File: src/rtl/sap1_controller_sequencer.sv
// -----------------------------------------------------------------------------
// sap1_controller_sequencer
//
// Controller-sequencer for the SAP-1 computer. A six-state one-hot ring
// counter (T1..T6) is combined with a decode of the opcode nibble from the
// instruction register to produce the 12-bit control word. The word
// sequences PC, MAR, RAM, IR, accumulator, ALU, B and output registers over
// the W bus. The block also owns the halt flag that stops the machine.
//
// Opcode map: LDA=0000, ADD=0001, SUB=0010, OUT=1110, HLT=1111.
// Any other opcode executes as a NOP (T4..T6 idle).
//
// Ports:
//   CLK       in   system clock, all state changes on the rising edge
//   CLR_bar   in   synchronous active-low reset (returns ring to T1 and
//                  clears the halt flag)
//   instr_in  in   [3:0] opcode from IR upper nibble, used in T4..T6 only
//   Cp        out  PC increment                (active-high)
//   Ep        out  PC drives W bus             (active-high)
//   Lm_bar    out  MAR load                    (active-low)
//   CE_bar    out  RAM drives W bus            (active-low)
//   Li_bar    out  IR load                     (active-low)
//   Ei_bar    out  IR operand drives W bus     (active-low)
//   La_bar    out  accumulator load            (active-low)
//   Ea        out  accumulator drives W bus    (active-high)
//   Su        out  ALU subtract select         (active-high)
//   Eu        out  ALU drives W bus            (active-high)
//   Lb_bar    out  B register load             (active-low)
//   Lo_bar    out  output register load        (active-low)
//   HLT       out  halt indication             (active-high)
//   t_state   out  [5:0] one-hot ring state, bit0=T1 .. bit5=T6
//
// Build option:
//   SAP1_SHORT_CYCLE_EN  when defined, instructions with trailing idle
//                        T-states return to T1 early (LDA after T5, OUT and
//                        undefined opcodes after T4). ADD, SUB and HLT are
//                        unaffected. When undefined, every instruction takes
//                        six states.
// -----------------------------------------------------------------------------
module sap1_controller_sequencer (
    input  logic       CLK,
    input  logic       CLR_bar,
    input  logic [3:0] instr_in,
    output logic       Cp,
    output logic       Ep,
    output logic       Lm_bar,
    output logic       CE_bar,
    output logic       Li_bar,
    output logic       Ei_bar,
    output logic       La_bar,
    output logic       Ea,
    output logic       Su,
    output logic       Eu,
    output logic       Lb_bar,
    output logic       Lo_bar,
    output logic       HLT,
    output logic [5:0] t_state
);

    // One-hot ring states
    localparam logic [5:0] T1 = 6'b000001;
    localparam logic [5:0] T2 = 6'b000010;
    localparam logic [5:0] T3 = 6'b000100;
    localparam logic [5:0] T4 = 6'b001000;
    localparam logic [5:0] T5 = 6'b010000;
    localparam logic [5:0] T6 = 6'b100000;

    // Opcodes
    localparam logic [3:0] OP_LDA = 4'b0000;
    localparam logic [3:0] OP_ADD = 4'b0001;
    localparam logic [3:0] OP_SUB = 4'b0010;
    localparam logic [3:0] OP_OUT = 4'b1110;
    localparam logic [3:0] OP_HLT = 4'b1111;

    logic [5:0] t_state_reg;
    logic [5:0] t_state_next;
    logic       halt_reg;
    logic       halt_next;
    logic [5:0] t_rot;

    // Opcode decode (only meaningful in T4..T6)
    logic is_lda;
    logic is_add;
    logic is_sub;
    logic is_out;
    logic is_hlt;
    logic is_defined;

    assign is_lda     = (instr_in == OP_LDA);
    assign is_add     = (instr_in == OP_ADD);
    assign is_sub     = (instr_in == OP_SUB);
    assign is_out     = (instr_in == OP_OUT);
    assign is_hlt     = (instr_in == OP_HLT);
    assign is_defined = is_lda | is_add | is_sub | is_out | is_hlt;

    // Ring rotation: each bit takes the previous one, T6 wraps to T1.
    genvar gi;
    generate
        for (gi = 0; gi < 6; gi++) begin : g_ring
            assign t_rot[gi] = t_state_reg[(gi + 5) % 6];
        end
    endgenerate

    // -------------------------------------------------------------------------
    // Next-state logic
    // -------------------------------------------------------------------------
    always_comb begin
        t_state_next = t_state_reg;
        halt_next    = halt_reg;

        if (!halt_reg) begin
            case (t_state_reg)
                T1, T2, T3, T6: begin
                    t_state_next = t_rot;
                end
                T4: begin
                    if (is_hlt) begin
                        // Freeze at T4; only a reset leaves this state.
                        halt_next    = 1'b1;
                        t_state_next = T4;
                    end
`ifdef SAP1_SHORT_CYCLE_EN
                    else if (is_out || !is_defined) begin
                        t_state_next = T1;
                    end
`endif
                    else begin
                        t_state_next = t_rot;
                    end
                end
                T5: begin
`ifdef SAP1_SHORT_CYCLE_EN
                    if (is_lda) begin
                        t_state_next = T1;
                    end else begin
                        t_state_next = t_rot;
                    end
`else
                    t_state_next = t_rot;
`endif
                end
                default: begin
                    // Not one-hot: recover by restarting the fetch.
                    t_state_next = T1;
                end
            endcase
        end
    end

    always_ff @(posedge CLK) begin
        if (!CLR_bar) begin
            t_state_reg <= T1;
            halt_reg    <= 1'b0;
        end else begin
            t_state_reg <= t_state_next;
            halt_reg    <= halt_next;
        end
    end

    assign t_state = t_state_reg;

    // -------------------------------------------------------------------------
    // Control word decode (Moore on t_state plus opcode)
    // -------------------------------------------------------------------------
    always_comb begin
        Cp     = 1'b0;
        Ep     = 1'b0;
        Lm_bar = 1'b1;
        CE_bar = 1'b1;
        Li_bar = 1'b1;
        Ei_bar = 1'b1;
        La_bar = 1'b1;
        Ea     = 1'b0;
        Su     = 1'b0;
        Eu     = 1'b0;
        Lb_bar = 1'b1;
        Lo_bar = 1'b1;
        HLT    = 1'b0;

        if (halt_reg) begin
            // Halted: every control inactive, only HLT asserted.
            HLT = 1'b1;
        end else begin
            case (t_state_reg)
                // Fetch, common to every opcode
                T1: begin
                    Ep     = 1'b1;
                    Lm_bar = 1'b0;
                end
                T2: begin
                    Cp = 1'b1;
                end
                T3: begin
                    CE_bar = 1'b0;
                    Li_bar = 1'b0;
                end
                // Execute
                T4: begin
                    if (is_lda || is_add || is_sub) begin
                        Ei_bar = 1'b0;
                        Lm_bar = 1'b0;
                    end else if (is_out) begin
                        Ea     = 1'b1;
                        Lo_bar = 1'b0;
                    end else if (is_hlt) begin
                        HLT = 1'b1;
                    end
                end
                T5: begin
                    if (is_lda) begin
                        CE_bar = 1'b0;
                        La_bar = 1'b0;
                    end else if (is_add || is_sub) begin
                        CE_bar = 1'b0;
                        Lb_bar = 1'b0;
                        Su     = is_sub;
                    end
                end
                T6: begin
                    if (is_add || is_sub) begin
                        Eu     = 1'b1;
                        La_bar = 1'b0;
                        Su     = is_sub;
                    end
                end
                default: begin
                end
            endcase
        end
    end

endmodule

File: config.mk
export PLATFORM = sky130hd
export DESIGN_NAME = sap1_controller_sequencer
export DESIGN_NICKNAME = d
export VERILOG_FILES = /design/src/rtl/sap1_controller_sequencer.sv
export SDC_FILE = /design/constraint.sdc
export NUM_CORES = 1
export LEC_CHECK = 0
export BUFFER_PORTS_ARGS = -buffer_cell sky130_fd_sc_hd__clkbuf_2
export CAP_MARGIN = 40
export CORE_MARGIN = 4
export CORE_UTILIZATION = 35
export DETAILED_ROUTE_END_ITERATION = 10
export GPL_ROUTABILITY_DRIVEN = 0
export PLACE_DENSITY = 0.62
export SYNTH_ARGS = -nofsm -noshare
export SYNTH_HDL_FRONTEND = slang
export SYNTH_SLANG_ARGS = --single-unit
File: constraint.sdc
create_clock -name CLK -period 3.4 [get_ports CLK]
set_input_delay 0.51 -clock CLK [delete_from_list [all_inputs] [get_ports CLK]]
set_output_delay 0.51 -clock CLK [all_outputs]
set_load 0.03 [all_outputs]
== Yosys cells after proc, flatten, opt, wreduce, memory -nomap -nowiden ==
Index checks and enable logic that the tools add are counted.
Operators by class
  $add $sub $neg: 0
  multiply operators: 0
  div/mod/pow operators: 0
  magnitude comparators: 0
  equal/unequal tests: 10
  shifts and indexed selects: 0
  muxes and demuxes: 45
  bitwise gates (word level): 0
  reduce and logical (&&, ||, !) cells: 5
Operators by type and width (count)
  $mux 1: 39
  $pmux 6 s2: 1
  $eq 4x4->1 const B: 2
  $pmux 1 s2: 4
  $eq 6x1->1 const B: 1
  $eq 6x2->1 const B: 1
  $eq 6x3->1 const B: 1
  $eq 6x4->1 const B: 1
  $eq 6x5->1 const B: 1
  $eq 6x6->1 const B: 1
  $mux 6: 1
  $reduce_or 5->1: 1
  $eq 4x1->1 const B: 1
  $eq 4x2->1 const B: 1
  $logic_not 4->1: 1
  $logic_or 1x1->1: 3
Storage, ports and cells
  bits in registers: 7
  latch bits: 0
  RAM bits: 0
  bits in read-only memories: 0
  output and inout bits: 19
  logic and storage cells: 62
  memories: 0

== Longest topological paths before layout ==
  depth in word-level cells: 6
  mapped depth: 5
  depth with buffers taken out: 4

== Least setup slack after synthesis ==
No wires, ideal clock.
  kind: flip-flop to output port
  start point: register t_state_reg[3] (netlist: t_state[3])
  end point: output Lo_bar
  arrival: 2.404 ns
  data required time: 2.890 ns
  setup slack: 0.486 ns
  stages on the path, launching flop included: 5
  buffers on the path: 0
  cell sequence: dfxtp_1 -> and2b_1 -> nand3_1 -> nor4_1 -> inv_1
Between the ends
  cells in the longest elaborated chain, start to end: 3
Ends and longest elaborated chain
  from (decl): RTL line 75  | logic [5:0] t_state_reg;
  from (signal assigned): RTL line 155  | t_state_reg <= t_state_next;
  $eq 6x4->1: RTL line 184  | case (t_state_reg)
  $mux 1: RTL line 184
  $mux 1: RTL line 180  | if (halt_reg) begin
  to (decl): RTL line 55  | output logic Lo_bar,
Every way passes these cells.

== Final worst setup path ==
  start point: register t_state_reg[1] (netlist: t_state[1])
  end point: output Su
Between the ends
  cells in the longest elaborated chain, start to end: 3
  elaborated cells on any way between the ends: 4
  classes of those cells: 2 x eq/ne; 2 x mux
Ends and longest elaborated chain
  $eq 6x6->1 / $eq 6x5->1 (equally long branches): RTL line 184
  $pmux 1 s2 (*): RTL line 184
  $mux 1 (*): RTL line 180
  to (decl): RTL line 52  | output logic Su,
Mark *: on every way between the ends. The rest lies on a longest branch, timed or not.

==> run summary <==
ROUTE
------------------------------------------------------------------------------------------
DRC violation count after routing                                                        0
Count of antenna-violating nets left after detailed routing                              0
Wire length reported by the detailed router                                        1.49 mm
Routed via count divided by cell count                                                5.56
Starting DRC count in detailed routing                                                  11
DRT Pass-1 Iters                                                                         4
Routed vias                                                                            623
Avg WL per Cell                                                                    13.3 um

SYNTH
------------------------------------------------------------------------------------------
Proportion of synthesized chip area in sequential cells                              24.7%
Fraction of registers with async set/reset                                              0%
Average instance area after synthesis                                             7.87 um2
Area share of the leading cell type in the synthesized netlist                       24.7%
Top cells by area, synth                                                      sky130_fd_sc_hd__dfxtp_1, sky130_fd_sc_hd__and2_1, sky130_fd_sc_hd__nor4_4, sky130_fd_sc_hd__a21oi_1, sky130_fd_sc_hd__nand3_1
Number of enable flip-flop cells after synthesis                                         0
Cell Area, Synth                                                                   567 um2
Count of mapped cells out of synthesis                                                  72
#FFs+latches synth                                                                       7
Top post-synthesis cells by count                                             sky130_fd_sc_hd__dfxtp_1, sky130_fd_sc_hd__nand2_1
Net Count, Synth                                                                        78
Yosys top cell by area                                                        sky130_fd_sc_hd__dfxtp_1
Count of yosys warnings during synthesis                                                 0
Most used flip-flop cell after synthesis                                      sky130_fd_sc_hd__dfxtp_1
Most repeated cell in the gate-level netlist after synthesis                  sky130_fd_sc_hd__dfxtp_1
Synth cell types                                                                        35

WORST SETUP PATH
------------------------------------------------------------------------------------------
Largest stage delay on the critical path                                           0.53 ns
Critical path arrival                                                              1.81 ns
Largest fanout of any net on the critical path                                           9
R2r setup slk                                                                      1.94 ns
Critical Path, Cell by Cell                                                   nor4_1, nor4b_1, clkbuf_2
Required @ worst endpoint                                                          2.89 ns
Critical-path top delay cell                                                  sky130_fd_sc_hd__nor4_1
Critical Setup Path Class                                                       reg -> out
Crit path launch type                                                            flip-flop
CP endpoint kind                                                                output pin

CLOCK TREE
------------------------------------------------------------------------------------------
Cts hold-fix bufs                                                                        0
Number of buffers on the longest clock path                                              2
Number of buffers inserted to repair setup after CTS                                     0
Clock buffer count from CTS                                                              3
Latest clock arrival within the worst-skew pair                                    0.25 ns
TritonCTS clock tree                                                                   yes
Clock edge transition at the registers on the reported setup and hold paths        0.05 ns
H-tree lvl count                                                                         1
Cell at the root of the clock tree                                            sky130_fd_sc_hd__clkbuf_4
Clock sink count                                                                         7
Number of cells upsized or downsized after cts                                           0

FLOORPLANNING
------------------------------------------------------------------------------------------
Ports                                                                                   25
Number of standard-cell rows in the floorplan                                           14
Effective utilization at floorplan                                                   37.2%
Die Y                                                                              48.2 um
Die area                                                                          2330 um2
Overall die width                                                                  48.2 um
Floorplan core area                                                               1520 um2

GRT
------------------------------------------------------------------------------------------
First-pass GRT wire length                                                         2.31 mm
Aggregate global routing overflow                                                        0
Via count of the first global-routing pass                                             521
Aggregate global-route resource usage                                                14.2%
Pin count of the biggest net entering global routing                                    15
Initial antenna violation count                                                          0

CELLS AND AREA
------------------------------------------------------------------------------------------
Fill count                                                                             179
Antenna cell count                                                                       0
Area Growth Syn to Fin                                                               24.7%
Flip-flop count of the largest register, all copies and words added                      6
Final Non-Filler Cells                                                                 112
Proportion of layout cells with a drive suffix above 1                               32.3%
Post-layout nets                                                                       103

STA
------------------------------------------------------------------------------------------
Final Skew                                                                      0.00185 ns
Fmax                                                                               432 MHz
Max Transition Viols Final                                                               0
Slew margin rel.                                                                     65.0%
Min Tclk post-route                                                                2.32 ns
Final period util                                                                    68.1%
Worst Max-Slew Pin Slew                                                           0.521 ns
Final total negative setup slack                                                      0 ns
Setup violation total in the final timing report                                         0
Setup repair after global routing missed its margin                                     no
Final-report hold violation count                                                        0

POWER AND IR DROP
------------------------------------------------------------------------------------------
Power Density                                                                   394 nW/um2
Static leakage                                                                    0.311 nW
IR drop worst, VDD                                                              0.000216 V

RUN
------------------------------------------------------------------------------------------
Max-Cap Viols                                                                            0

PLACEMENT
------------------------------------------------------------------------------------------
Number of buffers inserted by port buffering                                            24
Cell Count Post-Placement                                                              108
Dpl hpwl                                                                           1.17 mm

MIN PATH
------------------------------------------------------------------------------------------
Worst min path class                                                             in -> reg

RUN STATUS
------------------------------------------------------------------------------------------
Run status                                                                       completed

## metal layers
metal  up-vias  GRT usage [%]  wire length [um]
li1        314              -                 -
met3         5           2.58                97
met5         -              0                 0
met1       283           19.8               728
met2        21           20.1               633
met4         0           8.06                29
## per-stage QoR
stage / utilization, % / total power, mW / hold WS, ns / setup WS [ns] / instance area (um2)
CTS: 46.4 / 0.282 / 0.506 / 1.10 / 707
detailed placement: 44.7 / 0.203 / 0.624 / 1.29 / 681
floorplan: - / 0.175 / 0.591 / 0.486 / 567
global route: 46.4 / 0.296 / 0.517 / 0.980 / 707
finish: 46.4 / 0.278 / 0.505 / 1.08 / 707
global placement: 44.7 / 0.203 / 0.618 / 1.29 / 681
## worst max-delay path, delay by kind of cell (launching register included)
kind / cells / cell delay (ns)
buffers and inverters: 1 / 0.27
DFF: 1 / 0.41
and+or+nand+nor: 2 / 0.87
## report_power, final
group / leakage [nW] / switching (mW) / internal, mW
sequential: 0.0570 / 0.0143 / 0.0877
combinational: 0.239 / 0.0632 / 0.0366
clock: 0.0150 / 0.0318 / 0.0449
total: 0.311 / 0.109 / 0.169
## path summary, 6_finish.rpt
path	from	end	cells after the start
setup / recovery	t_state[1]	Su	3
hold / removal	CLR_bar	t_state[0]	2
setup reg to reg	halt_reg	t_state[1]	4
hold reg to reg	t_state[0]	t_state[0]	2
## placed cells by master, fill, tap and decap left out, types with 2 or more instances in the layout
cell type	Yosys	final
sky130_fd_sc_hd__and2b_1	2	2
sky130_fd_sc_hd__nor2b_1	3	3
sky130_fd_sc_hd__nor3_1	2	2
sky130_fd_sc_hd__and2_1	4	4
sky130_fd_sc_hd__nand2b_1	3	3
sky130_fd_sc_hd__nand2_1	5	5
sky130_fd_sc_hd__nor3b_1	2	2
sky130_fd_sc_hd__clkbuf_2	0	24
sky130_fd_sc_hd__o21ai_0	2	2
sky130_fd_sc_hd__nor2_1	4	4
sky130_fd_sc_hd__dfxtp_1	7	7
sky130_fd_sc_hd__and3_1	3	3
sky130_fd_sc_hd__clkbuf_4	0	3
sky130_fd_sc_hd__o21bai_1	2	2
sky130_fd_sc_hd__a21oi_1	4	4
sky130_fd_sc_hd__nor4_1	3	3
sky130_fd_sc_hd__nand3_1	4	4
## cell families after synthesis
| family | share of synthesized area [%] |
|---|---|
| AO/OA/AOI/OAI | 19.4 |
| XOR/XNOR | 3.09 |
| buffers and inverters | 5.30 |
| flip-flops | 24.7 |
| multiplexers | 1.99 |
| AND/OR/NAND/NOR | 45.5 |
## layout make-up
type	count	area (um2)	area share, %
multi-input combinational	60	397	56.1
sequential	7	140	19.8
timing repair buffer	24	120	17.0
clock buffer	4	26.3	3.72
tap	16	20.0	2.83
inverter	1	3.75	0.531
Power figures use the tool's default switching activity.
